$ cat config.mk
export PLATFORM = sky130hd
export DESIGN_NAME = risc_run_ctrl
export DESIGN_NICKNAME = d
export VERILOG_FILES = /design/src/rtl/risc_pkg.sv /design/src/rtl/risc_prog_ram.sv /design/src/rtl/risc_run_ctrl.sv
export SDC_FILE = /design/constraint.sdc
export NUM_CORES = 2
export LEC_CHECK = 0
export CAP_MARGIN = 40
export CORE_UTILIZATION = 35
export CTS_BUF_LIST = sky130_fd_sc_hd__clkbuf_2
export DETAILED_ROUTE_END_ITERATION = 10
export GPL_ROUTABILITY_DRIVEN = 0
export HOLD_SLACK_MARGIN = 0.03
export PLACE_DENSITY = 0.54
export RECOVER_POWER = 50
export SYNTH_ARGS = -nofsm -noshare
export SYNTH_HDL_FRONTEND = slang
export SYNTH_SLANG_ARGS = --single-unit
$ cat constraint.sdc
create_clock -name i_clk -period 5.93 [get_ports i_clk]
set_input_delay 0.8895 -clock i_clk [delete_from_list [all_inputs] [get_ports i_clk]]
set_output_delay 0.8895 -clock i_clk [all_outputs]
set_load 0.02 [all_outputs]
$ cat src/rtl/risc_pkg.sv
// Shared definitions for the RISC run controller, core and benches:
// run-controller state encoding and default widths/limits.
package risc_pkg;

   localparam int DEF_DATA_W     = 16;
   localparam int DEF_PROG_DEPTH = 256;
   localparam int DEF_MAX_CYCLES = 50;

   typedef enum logic [2:0] {
      ST_IDLE    = 3'd0,
      ST_LOAD    = 3'd1,
      ST_RUN     = 3'd2,
      ST_DONE    = 3'd3,
      ST_TIMEOUT = 3'd4
   } runState_t;

endpackage

$ cat src/rtl/risc_prog_ram.sv
// Program store: one write port, one registered read port.
// Only the read register is reset; the contents survive reset.
module risc_prog_ram
   import risc_pkg::*;
#(
   parameter int DATA_W     = DEF_DATA_W,
   parameter int PROG_DEPTH = DEF_PROG_DEPTH,
   localparam int ADDR_W    = $clog2(PROG_DEPTH)
)(
   input  logic              i_clk,
   input  logic              i_rst,
   input  logic              i_wr_en,
   input  logic [ADDR_W-1:0] i_wr_addr,
   input  logic [DATA_W-1:0] i_wr_data,
   input  logic [ADDR_W-1:0] i_rd_addr,
   output logic [DATA_W-1:0] o_rd_data
);

   logic [DATA_W-1:0] r_mem [PROG_DEPTH];
   logic [DATA_W-1:0] r_rdData;

   always_ff @(posedge i_clk) begin
      if (i_wr_en) begin
         r_mem[i_wr_addr] <= i_wr_data;
      end
   end

   // A read that collides with a write returns the old word.
   always_ff @(posedge i_clk) begin
      if (i_rst) begin
         r_rdData <= '0;
      end else begin
         r_rdData <= r_mem[i_rd_addr];
      end
   end

   assign o_rd_data = r_rdData;

endmodule

$ cat src/rtl/risc_run_ctrl.sv
// Run controller: loads a program into the store, holds the core in reset
// outside a run, and ends the run on core halt or watchdog expiry.
module risc_run_ctrl
   import risc_pkg::*;
#(
   parameter int DATA_W     = DEF_DATA_W,
   parameter int PROG_DEPTH = DEF_PROG_DEPTH,
   parameter int MAX_CYCLES = DEF_MAX_CYCLES,
   localparam int ADDR_W    = $clog2(PROG_DEPTH)
)(
   input  logic              i_clk,
   input  logic              i_rst,
   input  logic              i_load_valid,
   input  logic [DATA_W-1:0] i_load_data,
   input  logic              i_load_last,
   output logic              o_load_ready,
   input  logic              i_start,
   input  logic              i_core_halt,
   input  logic [ADDR_W-1:0] i_imem_addr,
   output logic [DATA_W-1:0] o_imem_data,
   output logic              o_core_rst,
   output logic              o_busy,
   output logic              o_done,
   output logic              o_timeout,
   output logic [31:0]       o_cycle_count,
   output logic [ADDR_W:0]   o_prog_len
);

   localparam int               LEN_W     = ADDR_W + 1;
   localparam logic [LEN_W-1:0] DEPTH_LEN = LEN_W'(PROG_DEPTH);
   localparam logic [31:0]      MAX_CNT   = 32'(MAX_CYCLES);

   runState_t         r_state;
   runState_t         w_nextState;
   logic [LEN_W-1:0]  r_progLen;
   logic [31:0]       r_cycleCount;
   logic [31:0]       w_cntNext;
   logic              w_loadAccept;
   logic              w_startOk;
   logic              w_enterRun;
   logic [ADDR_W-1:0] w_wrAddr;

   assign o_load_ready = ((r_state == ST_IDLE) || (r_state == ST_LOAD)) &&
                         (r_progLen < DEPTH_LEN);
   assign w_loadAccept = i_load_valid && o_load_ready;
   assign w_startOk    = i_start && (r_progLen != '0);
   assign w_cntNext    = (r_cycleCount == '1) ? r_cycleCount : r_cycleCount + 32'd1;
   // A load begun from IDLE always restarts at address 0.
   assign w_wrAddr     = (r_state == ST_IDLE) ? '0 : r_progLen[ADDR_W-1:0];
   assign w_enterRun   = (r_state != ST_RUN) && (w_nextState == ST_RUN);

   always_comb begin
      w_nextState = r_state;
      case (r_state)
         ST_IDLE: begin
            if (w_loadAccept) begin
               w_nextState = i_load_last ? ST_IDLE : ST_LOAD;
            end else if (w_startOk) begin
               w_nextState = ST_RUN;
            end
         end
         ST_LOAD: begin
            if (w_loadAccept && (i_load_last || (r_progLen + 1'b1 == DEPTH_LEN))) begin
               w_nextState = ST_IDLE;
            end
         end
         ST_RUN: begin
            // Halt takes priority over a watchdog expiry in the same cycle.
            if (i_core_halt) begin
               w_nextState = ST_DONE;
            end else if (w_cntNext >= MAX_CNT) begin
               w_nextState = ST_TIMEOUT;
            end
         end
         ST_DONE, ST_TIMEOUT: begin
            if (w_startOk) begin
               w_nextState = ST_RUN;
            end
         end
         default: w_nextState = ST_IDLE;
      endcase
   end

   always_ff @(posedge i_clk) begin
      if (i_rst) begin
         r_state      <= ST_IDLE;
         r_progLen    <= '0;
         r_cycleCount <= '0;
      end else begin
         r_state <= w_nextState;
         if (w_loadAccept) begin
            r_progLen <= (r_state == ST_IDLE) ? LEN_W'(1) : r_progLen + 1'b1;
         end
         // The halt cycle itself is not counted.
         if (w_enterRun) begin
            r_cycleCount <= '0;
         end else if ((r_state == ST_RUN) && !i_core_halt) begin
            r_cycleCount <= w_cntNext;
         end
      end
   end

   risc_prog_ram #(
      .DATA_W     (DATA_W),
      .PROG_DEPTH (PROG_DEPTH)
   ) u_progRam (
      .i_clk     (i_clk),
      .i_rst     (i_rst),
      .i_wr_en   (w_loadAccept),
      .i_wr_addr (w_wrAddr),
      .i_wr_data (i_load_data),
      .i_rd_addr (i_imem_addr),
      .o_rd_data (o_imem_data)
   );

   assign o_core_rst    = (r_state != ST_RUN);
   assign o_busy        = (r_state == ST_LOAD) || (r_state == ST_RUN);
   assign o_done        = (r_state == ST_DONE);
   assign o_timeout     = (r_state == ST_TIMEOUT);
   assign o_cycle_count = r_cycleCount;
   assign o_prog_len    = r_progLen;

endmodule

==> metrics.txt <==
status=complete, but fails checks; failing checks=capacitance limit, slew limit; Compound-Gate Fraction of Synth Area=0.0390; clock power share=0.347; port bufs=91; Max-Cap Viols=29; LEAKAGE=56.8 nW; cell area after synthesis=0.159 mm^2; Hold Fails Final Rpt=0; post-DP HPWL=266 mm; Post-Route WL=455 mm; top_reg_cell synth=edfxtp_1; Switching Fraction=0.248; Final ANT Viol Nets=0; Core Footprint=0.450 mm^2; DIE WIDTH=675 um; DR vias/cell=5.47; Synth Area in XOR/XNOR=0.00232; CTS tree=done; Initial Util=0.352; Fill cells=40500; simple-gate portion of the synthesized area=0.0172; critical path, cell by cell=dlygate4sd3_1 > dlygate4sd3_1 > buf_8 > clkbuf_1 > clkbuf_2; Adder-Cell Fraction of Synth Area=0.000237; first-pass GRT wire length=636 mm; syn avg cell area=22.3 um^2; gr ovfl total=0; DRT Pass-1 Iters=5; Post-CTS Resized=0; asr flop ratio synth=0; Cells after DPL=13200; slew margin rel.=-3.00; fmax=184 MHz; crit start category=input port; Design Power=54.8 mW; Hold Path Origin=i_rst; Switching Power=13.6 mW; Critical Path Slowest Stage Cell=clkbuf_1; Sink Count=4156; CTS root buf=clkbuf_2; clock buffer depth=5; post-synthesis instance total=7122; 1st-iter DRT viols=9398; Req. time, crit path=7.60 ns; GRT Overall Usage=0.199; # setup viols final=0; worst skew pair latency=2.24 ns; fin. max-slew vios=2790; post-synthesis mux area share=0.146; mean routed wirelength per cell=30.1 um; Seq/Total Area, Yosys=0.783; Seq cells post-synth=4156; Layout Cells excl Fill=15100; power share of the combinational group=0.062; EDFF count, synth=4096; YS warnings=0; DRC errors left=0; PwrDens=305 mW/mm^2; Distinct cells, synth=68; RSZ-0062 raised after global routing=false; Crit Reg-Reg Startpoint=r_state[2]$_SDFF_PP0_; Worst Path Buf+Inv=5; vias in the first global route=84400; Num CTS Buffers=1114; # IOs=92; clk_skew=0.244 ns; CP Class=in -> reg; register area=0.124 mm^2; number of core rows=246; Worst EP arrival=7.09 ns; Slew @ Worst Pin=6.00 ns; Post-CTS Hold Buffers=65; Die Y=675 um; Max stage delay on crit path=3.24 ns; largest family of logic cells by synthesized area=multiplexers; Most common cell on crit path=dlygate4sd3_1; Area Overhead vs Synth=13.4%; Die ar.=0.456 mm^2; Worst-path clk slew=0.10 ns; Syn Nets=7155; via count=82400; largest net degree at the start of global routing=173; Int Power=41.2 mW; Max VDD drop=0.214 mV; Post-CTS Setup Bufs=0; launch point of the worst path=i_load_data[1]; crit path max fanout=84; minimum clock period=5.42 ns; sequential power share=0.592; initial antenna violation count=24; Final period util=0.914; CP delay by family, top=buffers and inverters; Layout Utilization=0.399; Max H-tree Level=7; net count reported at finish=8504; setup tns final=0 ns; worst hold path type=in -> reg; layout cell share with drive strength beyond 1=0.353; area occupied by multi-input gates=0.0326 mm^2; hold_ws=0.331 ns; CP endpoint kind=flip-flop
logic make-up after synthesis:
family                     count (synthesis)
AOI/OAI and AO/OA                        823
xor gates and xnor gates                  42
adders and majority gates                  3
buffers and inverters                    457
DFF                                     4156
muxes                                   1030
and+or+nand+nor                          611
layer usage:
metal  share of wire  global-route usage
met5        0.000033                   0
met4           0.029              0.0767
met3           0.071              0.0386
met2            0.49               0.319
met1            0.41               0.268
tightest hold or removal path, delay by kind of cell:
family                 cells  cell delay (ns)
buffers and inverters      4             1.17
AOI/OAI and AO/OA          3             0.28
power groups by stage:
stage                     Clock [mW]  Combinational, mW  Sequential, mW
after floorplan                    0               1.56            33.0
after global placement             0               3.36            33.0
after detailed placement           0               3.42            33.0
after CTS                       19.6               3.51            32.3
after global routing            20.9               3.55            32.4
final                           19.0               3.39            32.4
flip-flops by register name, indices dropped and copies added (netlist names):
| name | count |
|---|---|
| o_cycle_count | 32 |
| u_progRam.r_mem | 4096 |
| u_progRam.o_rd_data | 16 |
| r_state | 3 |
| o_prog_len | 9 |
area by class of cell:
class | instances | area share
clock buffer | 1535 | 0.0428
antenna | 28 | 0.000390
sequential | 4156 | 0.691
inverter | 8 | 0.000167
tap | 5952 | 0.0414
clock inverter | 210 | 0.00742
multi-input combinational | 2509 | 0.182
timing repair buffer | 682 | 0.0351
placed cells by master, fill, tap and decap left out, types with 5 or more instances in the layout:
| master | instances |
|---|---|
| a211oi_1 | 6 |
| a21oi_1 | 156 |
| a221oi_1 | 129 |
| a22o_1 | 128 |
| a22oi_1 | 288 |
| a31oi_1 | 6 |
| and2_1 | 8 |
| and3_1 | 7 |
| and4_1 | 7 |
| buf_12 | 61 |
| buf_4 | 407 |
| buf_8 | 25 |
| bufinv_16 | 20 |
| clkbuf_1 | 44 |
| clkbuf_2 | 1544 |
| clkdlybuf4s50_1 | 72 |
| clkinv_1 | 151 |
| clkinv_2 | 15 |
| dfxtp_1 | 60 |
| diode_2 | 28 |
| dlygate4sd3_1 | 49 |
| edfxtp_1 | 4096 |
| inv_1 | 8 |
| inv_2 | 24 |
| mux2i_1 | 5 |
| mux4_2 | 1024 |
| nand2_1 | 66 |
| nand2b_1 | 5 |
| nand3_1 | 28 |
| nand4_1 | 22 |
| nor2_1 | 337 |
| nor2_2 | 56 |
| nor2b_1 | 7 |
| nor3_1 | 19 |
| nor4_1 | 9 |
| o21ai_0 | 14 |
| o221ai_1 | 64 |
| xnor2_1 | 27 |
| xor2_1 | 15 |
path summary, 6_finish.rpt:
check | to | slack (ns) | cells past startpoint
worst max register to register | u_progRam.r_mem[42][5]$_DFFE_PP_ | 1.80 | 7
worst min register to register | o_cycle_count[1]$_SDFFE_PP0P_ | 0.56 | 2
worst max-delay path | u_progRam.r_mem[122][1]$_DFFE_PP_ | 0.51 | 5
worst min-delay path | r_state[1]$_SDFF_PP0_ | 0.33 | 7
Yosys cell counts, types with 5 or more instances:
cell type / count / area share
nor2_1: 394 / 0.0093
a211oi_1: 6 / 0.00028
a31oi_1: 6 / 0.00024
buf_1: 38 / 0.00090
a21oi_1: 156 / 0.0049
and2_1: 9 / 0.00036
mux4_2: 1024 / 0.15
nand4_1: 22 / 0.00087
nand3_1: 30 / 0.00095
buf_2: 124 / 0.0039
inv_1: 8 / 0.00019
a22o_1: 128 / 0.0071
xor2_1: 15 / 0.00083
clkbuf_1: 283 / 0.0067
dfxtp_1: 60 / 0.0076
nor4_1: 9 / 0.00036
o221ai_1: 64 / 0.0035
edfxtp_1: 4096 / 0.78
a221oi_1: 129 / 0.0071
mux2i_1: 5 / 0.00032
xnor2_1: 27 / 0.0015
nor2b_1: 9 / 0.00036
nand2b_1: 7 / 0.00028
and3_1: 7 / 0.00028
a22oi_1: 288 / 0.014
nand2_1: 68 / 0.0016
nor3_1: 19 / 0.00060
o21ai_0: 14 / 0.00044
and4_1: 7 / 0.00039
metrics by stage:
step           area (um^2)  setup WS (ns)
2_1_floorplan       159000           2.71
3_5_place_dp        170000          0.308
4_1_cts             180000          0.402
3_3_place_gp        170000          0.237
5_1_grt             180000          0.351
6_report            180000          0.509
Power figures use the tool's default switching activity.
